[config.mk]
export PLATFORM = sky130hd
export DESIGN_NAME = debounce_multi
export DESIGN_NICKNAME = d
export VERILOG_FILES = /design/src/rtl/debounce_pkg.sv /design/src/rtl/debounce_channel.sv /design/src/rtl/debounce_multi.sv
export SDC_FILE = /design/constraint.sdc
export NUM_CORES = 1
export LEC_CHECK = 0
export ABC_AREA = 1
export CAP_MARGIN = 20
export CORE_UTILIZATION = 25
export CTS_BUF_LIST = sky130_fd_sc_hd__clkbuf_2 sky130_fd_sc_hd__clkbuf_4 sky130_fd_sc_hd__clkbuf_8
export CTS_CLUSTER_DIAMETER = 150
export DETAILED_ROUTE_END_ITERATION = 10
export PLACE_DENSITY = 0.43
export SLEW_MARGIN = 20
export SYNTH_ARGS = -nofsm -noshare
export SYNTH_HDL_FRONTEND = slang
export SYNTH_HIERARCHICAL = 1
export SYNTH_SLANG_ARGS = --single-unit
export TNS_END_PERCENT = 30
[constraint.sdc]
create_clock -name i_Clk -period 2 [get_ports i_Clk]
set_input_delay 0.3 -clock i_Clk [delete_from_list [all_inputs] [get_ports i_Clk]]
set_output_delay 0.3 -clock i_Clk [all_outputs]
set_load 0.05 [all_outputs]
[src/rtl/debounce_pkg.sv]
// Shared constants and helpers for the multi-channel debouncer.
// Default limits assume a 25 MHz system clock.
package debounce_pkg;

  localparam int DEFAULT_COUNT_LIMIT = 250000;    // 10 ms
  localparam int DEFAULT_LONG_LIMIT  = 25000000;  // 1 s

  // Ceiling log2, usable in constant expressions on tools without $clog2.
  function automatic int clog2(input int n);
    int r;
    r = 0;
    while ((1 << r) < n) r++;
    return r;
  endfunction

endpackage

[src/rtl/debounce_channel.sv]
// One debouncer channel: 2-flop synchroniser, stability counter, registered
// rise/fall pulses and an optional long-press hold counter.
module debounce_channel
  import debounce_pkg::*;
#(
  parameter int   COUNT_LIMIT = DEFAULT_COUNT_LIMIT,
  parameter int   LONG_LIMIT  = DEFAULT_LONG_LIMIT,
  parameter logic INIT_LEVEL  = 1'b0
) (
  input  logic i_Clk,
  input  logic i_Rst_n,
  input  logic i_din,
  output logic o_data,
  output logic o_rise,
  output logic o_fall,
  output logic o_long
);

  localparam int CW = (clog2(COUNT_LIMIT + 1) > 0) ? clog2(COUNT_LIMIT + 1) : 1;
  localparam logic [CW-1:0] CNT_MAX = CW'(COUNT_LIMIT);

  logic          r_sync_p0;
  logic          r_sync_p1;
  logic [CW-1:0] r_cnt;
  logic          r_data;
  logic          r_rise;
  logic          r_fall;
  logic          w_s;

  assign w_s = r_sync_p1;

  // Stage p0 -> p1: metastability guard for the asynchronous switch input
  always_ff @(posedge i_Clk or negedge i_Rst_n) begin
    if (!i_Rst_n) begin
      r_sync_p0 <= INIT_LEVEL;
      r_sync_p1 <= INIT_LEVEL;
    end else begin
      r_sync_p0 <= i_din;
      r_sync_p1 <= r_sync_p0;
    end
  end

  // Level only updates once s has disagreed for COUNT_LIMIT consecutive edges;
  // if s has fallen back by the deciding edge, the level is simply re-loaded.
  always_ff @(posedge i_Clk or negedge i_Rst_n) begin
    if (!i_Rst_n) begin
      r_cnt  <= '0;
      r_data <= INIT_LEVEL;
      r_rise <= 1'b0;
      r_fall <= 1'b0;
    end else begin
      r_rise <= 1'b0;
      r_fall <= 1'b0;
      if ((w_s != r_data) && (r_cnt < CNT_MAX)) begin
        r_cnt <= r_cnt + CW'(1);
      end else if (r_cnt == CNT_MAX) begin
        r_cnt  <= '0;
        r_data <= w_s;
        r_rise <= w_s & ~r_data;
        r_fall <= ~w_s & r_data;
      end else begin
        r_cnt <= '0;
      end
    end
  end

  assign o_data = r_data;
  assign o_rise = r_rise;
  assign o_fall = r_fall;

  generate
    if (LONG_LIMIT > 0) begin : g_long
      localparam int HW = clog2(LONG_LIMIT + 1);
      localparam logic [HW-1:0] HOLD_MAX = HW'(LONG_LIMIT);

      logic [HW-1:0] r_hcnt;
      logic          r_long;

      // Hold counter saturates at HOLD_MAX so a held button pulses only once
      always_ff @(posedge i_Clk or negedge i_Rst_n) begin
        if (!i_Rst_n) begin
          r_hcnt <= '0;
          r_long <= 1'b0;
        end else if (r_data) begin
          if (r_hcnt < HOLD_MAX) begin
            r_hcnt <= r_hcnt + HW'(1);
            r_long <= (r_hcnt == (HOLD_MAX - HW'(1)));
          end else begin
            r_long <= 1'b0;
          end
        end else begin
          r_hcnt <= '0;
          r_long <= 1'b0;
        end
      end

      assign o_long = r_long;
    end else begin : g_no_long
      assign o_long = 1'b0;
    end
  endgenerate

endmodule

[src/rtl/debounce_multi.sv]
// Multi-channel debouncer top: NUM_CH independent debounce_channel instances
// sharing one clock and asynchronous active-low reset.
module debounce_multi
  import debounce_pkg::*;
#(
  parameter int   NUM_CH      = 4,
  parameter int   COUNT_LIMIT = DEFAULT_COUNT_LIMIT,
  parameter int   LONG_LIMIT  = DEFAULT_LONG_LIMIT,
  parameter logic INIT_LEVEL  = 1'b0
) (
  input  logic              i_Clk,
  input  logic              i_Rst_n,
  input  logic [NUM_CH-1:0] i_data,
  output logic [NUM_CH-1:0] o_data,
  output logic [NUM_CH-1:0] o_rise,
  output logic [NUM_CH-1:0] o_fall,
  output logic [NUM_CH-1:0] o_long
);

  for (genvar g = 0; g < NUM_CH; g++) begin : g_ch
    debounce_channel #(
      .COUNT_LIMIT (COUNT_LIMIT),
      .LONG_LIMIT  (LONG_LIMIT),
      .INIT_LEVEL  (INIT_LEVEL)
    ) u_ch (
      .i_Clk   (i_Clk),
      .i_Rst_n (i_Rst_n),
      .i_din   (i_data[g]),
      .o_data  (o_data[g]),
      .o_rise  (o_rise[g]),
      .o_fall  (o_fall[g]),
      .o_long  (o_long[g])
    );
  end

endmodule
==> results of run 1 <==
-- power by group through the flow --
stage | logic (mW) | clock network, mW | registers [mW]
2_1_floorplan | 0.0747 | 0 | 4.08
3_3_place_gp | 0.221 | 0 | 4.09
3_5_place_dp | 0.223 | 0 | 4.09
4_1_cts | 0.226 | 3.00 | 4.01
5_1_grt | 0.250 | 3.11 | 4.02
6_report | 0.211 | 2.80 | 4.01
-- cell usage after synthesis --
cell type | n | area share
nand2_1 | 556 | 0.17
buf_6 | 8 | 0.0073
a31oi_1 | 4 | 0.0020
nand2_2 | 8 | 0.0041
clkbuf_1 | 12 | 0.0037
nand3_1 | 200 | 0.081
nor2_1 | 344 | 0.10
a22oi_2 | 4 | 0.0041
ha_1 | 20 | 0.020
buf_1 | 4 | 0.0012
nor3_1 | 64 | 0.026
xnor2_1 | 16 | 0.011
nor2_2 | 16 | 0.0081
inv_1 | 152 | 0.046
a41oi_1 | 4 | 0.0028
dfrtp_1 | 196 | 0.40
nand2_4 | 4 | 0.0037
o211ai_1 | 4 | 0.0024
nor3b_1 | 12 | 0.0073
nand3_4 | 4 | 0.0057
o21ai_1 | 4 | 0.0016
and3_1 | 4 | 0.0020
inv_2 | 8 | 0.0024
and2_1 | 4 | 0.0020
a21oi_1 | 24 | 0.0097
buf_4 | 12 | 0.0073
nor3_2 | 8 | 0.0065
nand4_1 | 40 | 0.020
nor4_1 | 4 | 0.0020
buf_2 | 8 | 0.0032
clkinv_1 | 4 | 0.0012
xor2_1 | 40 | 0.028
o21ai_0 | 8 | 0.0032
-- critical path, stage by stage (launching register included) --
cell     delay, ns
dfrtp_1       0.46
nor2_1        0.24
nand3_1       0.10
nor2_1        0.11
nand3_1       0.15
nand3_4       0.20
nand2_4       0.22
nand2_1       0.14
nand2_1       0.06
-- routing by layer --
metal | track usage | up-vias | routed length (µm)
li1 | - | 5781 | -
met1 | 0.1846 | 5188 | 16160
met5 | 0 | - | 0
met3 | 0.02741 | 28 | 873
met2 | 0.2090 | 129 | 14110
met4 | 0.04463 | 0 | 536
-- repair_timing --
item | in CTS | in global routing
buffers inserted | 0 | 0
endpoints found under the hold margin | 44 | 0
gates resized for setup | 12 | 3
setup endpoints to repair | 12 | 2
hold buffers | 1 | 0
-- registers in the layout, indices dropped and copies added, names as in the netlist --
signal / count
g_ch.u_ch/o_data: 4
g_ch.u_ch/g_long.r_hcnt: 100
g_ch.u_ch/o_fall: 4
g_ch.u_ch/r_sync_p0: 4
g_ch.u_ch/r_sync_p1: 4
g_ch.u_ch/r_cnt: 72
g_ch.u_ch/o_long: 4
g_ch.u_ch/o_rise: 4
-- kinds of logic after synthesis --
family	after synthesis
and+or+nand+nor	1268
buffers and inverters	208
DFF	196
xor gates and xnor gates	56
AOI/OAI and AO/OA	52
adders and majority gates	20
-- worst min-delay path by stage --
stage | endpoint | slack [ns] | depth (start not counted)
finish | g_ch[1].u_ch/r_sync_p0 | 0.17 | 1
floorplan | g_ch[0].u_ch/g_long.r_hcnt[0] | 0.004 | 0
global placement | g_ch[1].u_ch/g_long.r_hcnt[4] | 0.26 | 1
CTS | g_ch[1].u_ch/r_sync_p0 | 0.10 | 1
detailed placement | g_ch[1].u_ch/g_long.r_hcnt[4] | 0.27 | 1
global route | g_ch[1].u_ch/r_sync_p0 | 0.12 | 1
-- cell type report --
class / instances / share of cell area
diodes: 1 / 0.0001812
clock buffers: 19 / 0.01848
flip-flops and latches: 196 / 0.3555
multi-input cells: 1396 / 0.4729
inverters: 164 / 0.04457
repair buffers: 54 / 0.03823
well taps: 656 / 0.05943
clock inverters: 13 / 0.01078
==> out/qor.yml, run 1 <==
outcome:
  outcome: "completed"
critical_path:
  arrival_ns: 2.25
  critPathMaxFanout: 24
  path_class: "flop to flop"
  r2r_cells: 8
  start_kind: "flop"
  setup.worst_path.start: "g_ch[3].u_ch/g_long.r_hcnt[10]"
  cp.required_ns: 2.45
  rrSetupSlack_ns: 0.20
  worstSetupEndpoint: "g_ch[3].u_ch/g_long.r_hcnt[19]"
  r2r-start: "g_ch[3].u_ch/g_long.r_hcnt[10]"
  end_kind: "flop"
  r2r-end: "g_ch[3].u_ch/g_long.r_hcnt[19]"
cts:
  cts-root-buf: "clkbuf_8"
  cts_sinks: 196
  clock_latency_ns: 0.56
  clock_path_buffers: 2
  clkTransAtPathRegs_ns: 0.11
  cts_tree: "done"
  cts_made_buffers: 17
  cts_max_level: 4
grt:
  grt_pass1_wl_um: 54520
  globalRouteOverflowTotal: 0
  grt_antenna_before_repair: 0
  first_global_vias: 10780
  track_usage: 0.1343
  grt_start_max_net_pins: 51
synthesis:
  netlist_area_um2: 12320
  syn-num-nets: 1826
  synth_compound_area_frac: 0.02600
  synth_top_family_by_area: "simple AND/OR/NAND/NOR gates"
  synthCells: 1800
  synth.area.mux_share: 0
  synth-xor-area-share: 0.03981
  synth_cell_type_count: 33
  ys_seq_area_frac: 0.3981
  yosys.area_share.simple: 0.4431
  synth_fa_ha_area_frac: 0.02031
  syn_avg_cell_area_um2: 6.845
  ys.warnings.count: 6
  synth_seq_cells: 196
place:
  dp_cells: 2465
  hpwl_um: 22630
  placed_area_um2: 13400
  place.gp.congestion: 0.8722
  port-buffer-count: 21
  pre_cts_ws_ns: 0.1646
layout:
  syn_to_final_growth_pct: 12.09
  n_fill_cell: 5345
  ff_latch_area_um2: 4910
  nets: 1855
  stdcell_count: 2499
  final_common_cell: "nand2_1"
  drive_gt1_frac: 0.06895
  fin_util: 0.2869
  multi_input_comb_area_um2: 6531
  layout_common_cells: "556 x nand2_1, 344 x nor2_1, 200 x nand3_1"
  finalInstanceArea_um2: 13810
timing:
  rsz0062_at_grt: "no"
  finalSetupViolCount: 0
  period_share: 0.9001
  relSlewSlack: 0.6619
  skew_ns: 0.01798
  clock.fmax_ghz: 0.5555
  setup_ws_ns: 0.1998
  worstMarginPinSlew_ns: 0.5092
  report.final.slew_viol_count: 0
  period_minus_slack_ns: 1.800
  hold_viol_final: 0
  setup_tns_ns: 0
  hold_ws_ns: 0.1695
power:
  pwr-share-clk: 0.399
  swShare: 0.2556
  power_density_nw_per_um2: 508.4
  internal_power_mw: 5.227
  power_leakage_nw: 5.762
  finalPower_mw: 7.022
  switching_power_mw: 1.795
  peakVddDrop_v: 0.0004419
  power_frac_comb: 0.030
  p_seq_frac: 0.571
detailed_routing:
  firstDrtPassIters: 6
  drt_iter0_markers: 609
  wire_per_inst_um: 12.68
  wl_um: 31680
  drc: 0
  vias: 11130
  postRouteAntennaNets: 0
  via_per_inst: 4.452
floorplanning:
  num_rows: 80
  fp.dieArea_um2: 50180
  die_w_um: 224.0
  core_um2: 48150
  pin_count: 22
  fp.dieH_um: 224.0
  start_util: 0.2559
flow_run:
  drv_cap: 0
worst_hold_path:
  worstHoldPathType: "primary input to flop"
  hold_start: "i_data[1]"
(Power assumes the default switching activity.)
==> run 2, diff against run 1 <==
--- a/config.mk
+++ b/config.mk
@@ -7,6 +7,7 @@
 export LEC_CHECK = 0
 export ABC_AREA = 1
 export CAP_MARGIN = 20
+export CORE_MARGIN = 2
 export CORE_UTILIZATION = 25
 export CTS_BUF_LIST = sky130_fd_sc_hd__clkbuf_2 sky130_fd_sc_hd__clkbuf_4 sky130_fd_sc_hd__clkbuf_8
 export CTS_CLUSTER_DIAMETER = 150
==> out/qor.yml, run 2 (synthesis results as in run 1) <==
critical_path:
  crit_family: "simple AND/OR/NAND/NOR gates"  # unchanged
  critPathMaxFanout: 6  # was 24
  worst-path-buf-inv: 1  # was 0
  path_class: "flop to flop"  # unchanged
  end_kind: "flop"  # unchanged
  cp_cell_sequence: "ha_1 -> nand2_1 -> nor2_4 -> nand2_1 -> inv_1 -> nand2_1 -> nand2_1 -> nand2_1 -> nor2_1 -> nand2_1 -> nand2_1"  # was nor2_1 -> nand3_1 -> nor2_1 -> nand3_1 -> nand3_4 -> nand2_4 -> nand2_1 -> nand2_1
  start_kind: "flop"  # unchanged
  rrSetupSlack_ns: 0.23  # was 0.20 ns
  max_stage_delay_ns: 0.46  # about the same
  arrival_ns: 2.23  # was 2.25 ns
  crit_path_frequent_cell: "nand2_1"
  cpMaxStageDelayCell: "dfrtp_1"  # unchanged
  cp.required_ns: 2.46  # was 2.45 ns
detailed_routing:
  drc: 0  # unchanged
  vias: 11150  # was 11130
  drt_iter0_markers: 647  # was 609
  wire_per_inst_um: 12.62  # was 12.68 µm
  firstDrtPassIters: 5  # was 6
  wl_um: 31620  # was 31680 µm
  postRouteAntennaNets: 0  # unchanged
  via_per_inst: 4.449  # was 4.452
floorplanning:
  fp.dieArea_um2: 51080  # was 50180 µm²
  pin_count: 22  # unchanged
  start_util: 0.2528  # was 0.2559
  fp.dieH_um: 226.0  # was 224.0 µm
  num_rows: 81  # was 80
  core_um2: 48750  # was 48150 µm²
  die_w_um: 226.0  # was 224.0 µm
flow_run:
  drv_cap: 0  # unchanged
layout:
  nets: 1855  # unchanged
  final_common_cell: "nand2_1"  # unchanged
  drive_gt1_frac: 0.06840  # was 0.06895
  layout_common_cells: "556 x nand2_1, 344 x nor2_1, 200 x nand3_1"  # unchanged
  finalInstanceArea_um2: 13790  # was 13810 µm²
  syn_to_final_growth_pct: 11.94  # was 12.09%
  diodes: 0  # was 1
  fin_util: 0.2830  # was 0.2869
  reg_top3: "g_ch.u_ch/g_long.r_hcnt (100), g_ch.u_ch/r_cnt (72)"  # unchanged
  top_register: "g_ch.u_ch/g_long.r_hcnt"  # unchanged
  largest_reg_flops: 100  # unchanged
grt:
  track_usage: 0.1327  # was 0.1343
  globalRouteOverflowTotal: 0  # unchanged
  grt_pass1_wl_um: 55530  # was 54520 µm
  grt_antenna_before_repair: 0  # unchanged
  grt_start_max_net_pins: 81  # was 51
  first_global_vias: 11150  # was 10780
timing:
  setup_tns_ns: 0  # unchanged
  clock.fmax_ghz: 0.5648  # was 0.5555 GHz
  report.final.slew_viol_count: 0  # unchanged
  worstMarginPinSlew_ns: 0.5304  # was 0.5092 ns
  period_minus_slack_ns: 1.771  # was 1.800 ns
  period_share: 0.8853  # was 0.9001
  skew_ns: 0.02101  # was 0.01798 ns
  finalSetupViolCount: 0  # unchanged
  rsz0062_at_grt: "no"  # unchanged
  relSlewSlack: 0.6478  # was 0.6619
  hold_viol_final: 0  # unchanged
place:
  port-buffer-count: 21  # unchanged
  hpwl_um: 22730  # was 22630 µm
  place.gp.congestion: 0.8647  # was 0.8722
  placed_area_um2: 13410  # was 13400 µm²
cts:
  cts-root-buf: "clkbuf_8"  # unchanged
  clock_path_buffers: 2  # unchanged
  cts_tree: "done"  # unchanged
  cts_setup_buffers: 0  # unchanged
  clock_latency_ns: 0.52  # was 0.56 ns
  cts_max_level: 4  # unchanged
  cts_made_buffers: 17  # unchanged
  clkTransAtPathRegs_ns: 0.12  # was 0.11 ns
  cts_sinks: 196  # unchanged
power:
  peakVddDrop_v: 0.0003643  # was 0.0004419 V
  power_density_nw_per_um2: 491.8  # was 508.4 nW/µm²
  power_leakage_nw: 5.770  # was 5.762 nW
  finalPower_mw: 6.784  # was 7.022 mW
outcome:
  outcome: "completed"  # unchanged
worst_hold_path:
  worstHoldPathType: "primary input to flop"  # unchanged
## run 2: cell count changes in the layout (fill, tap and decap cells not counted), sizes merged
cell	delta
diode	-1
bufinv	-2
clkbuf	-1
inv	+1
clkinv	+4
dlymetal6s2s	+1
clkinvlp	-2
dlygate4sd2	-1
## run 2: cell type report
class                   count  area, µm²
well taps                 664      830.8
repair buffers             54      531.8
flip-flops and latches    196       4910
inverters                 164      615.6
clock buffers              18      247.7
fillers                  5427      34950
multi-input cells        1396       6534
clock inverters            14      123.9
## run 2: what timing repair did
item	CTS	global route
endpoints found under the hold margin	86	0
setup endpoints to repair	11	4
gates resized for setup	11	4
hold buffers	1	0
## run 2: per-layer routing
metal	GRT usage	routed length, µm	vias up	share of wire
met2	0.2199	14580	144	0.46
met5	0	0	-	0
met3	0.02472	881	18	0.028
li1	-	-	5775	-
met4	0.03076	317	0	0.010
met1	0.1785	15840	5213	0.50
## run 2: path summary, 6_finish.rpt
| kind | from | endpoint | cells past startpoint |
|---|---|---|---|
| setup / recovery | g_ch[0].u_ch/g_long.r_hcnt[0] | g_ch[0].u_ch/g_long.r_hcnt[16] | 11 |
| hold / removal | i_data[3] | g_ch[3].u_ch/r_sync_p0 | 1 |
| setup reg to reg | g_ch[0].u_ch/g_long.r_hcnt[0] | g_ch[0].u_ch/g_long.r_hcnt[16] | 11 |
| hold reg to reg | g_ch[1].u_ch/r_sync_p0 | g_ch[1].u_ch/r_sync_p1 | 0 |
| max in group asynchronous | i_Rst_n | g_ch[2].u_ch/o_data | 3 |
| min in group asynchronous | i_Rst_n | g_ch[1].u_ch/o_fall | 2 |
## run 2: metrics by stage
stage,setup WS (ns),instances,hold slack (ns)
6_report,0.2294,2506,0.2020
4_1_cts,0.006299,2506,0.1551
3_5_place_dp,0.1604,2473,0.1814
3_3_place_gp,0.1437,2473,0.1841
2_1_floorplan,0.01848,1800,0.004409
5_1_grt,0.009271,2506,0.1608
## run 2: worst reg2reg max path, stage by stage, from the launching register on
cell     delay [ns]
dfrtp_1        0.46
ha_1           0.30
nand2_1        0.14
nor2_4         0.21
nand2_1        0.12
inv_1          0.11
nand2_1        0.06
nand2_1        0.05
nand2_1        0.05
nor2_1         0.08
nand2_1        0.06
nand2_1        0.06
## run 2: report_power, final
part	total (mW)	switching [mW]	internal (mW)
clock network	2.57	1.64	0.931
registers	4.01	0.0236	3.99
logic	0.206	0.143	0.0628
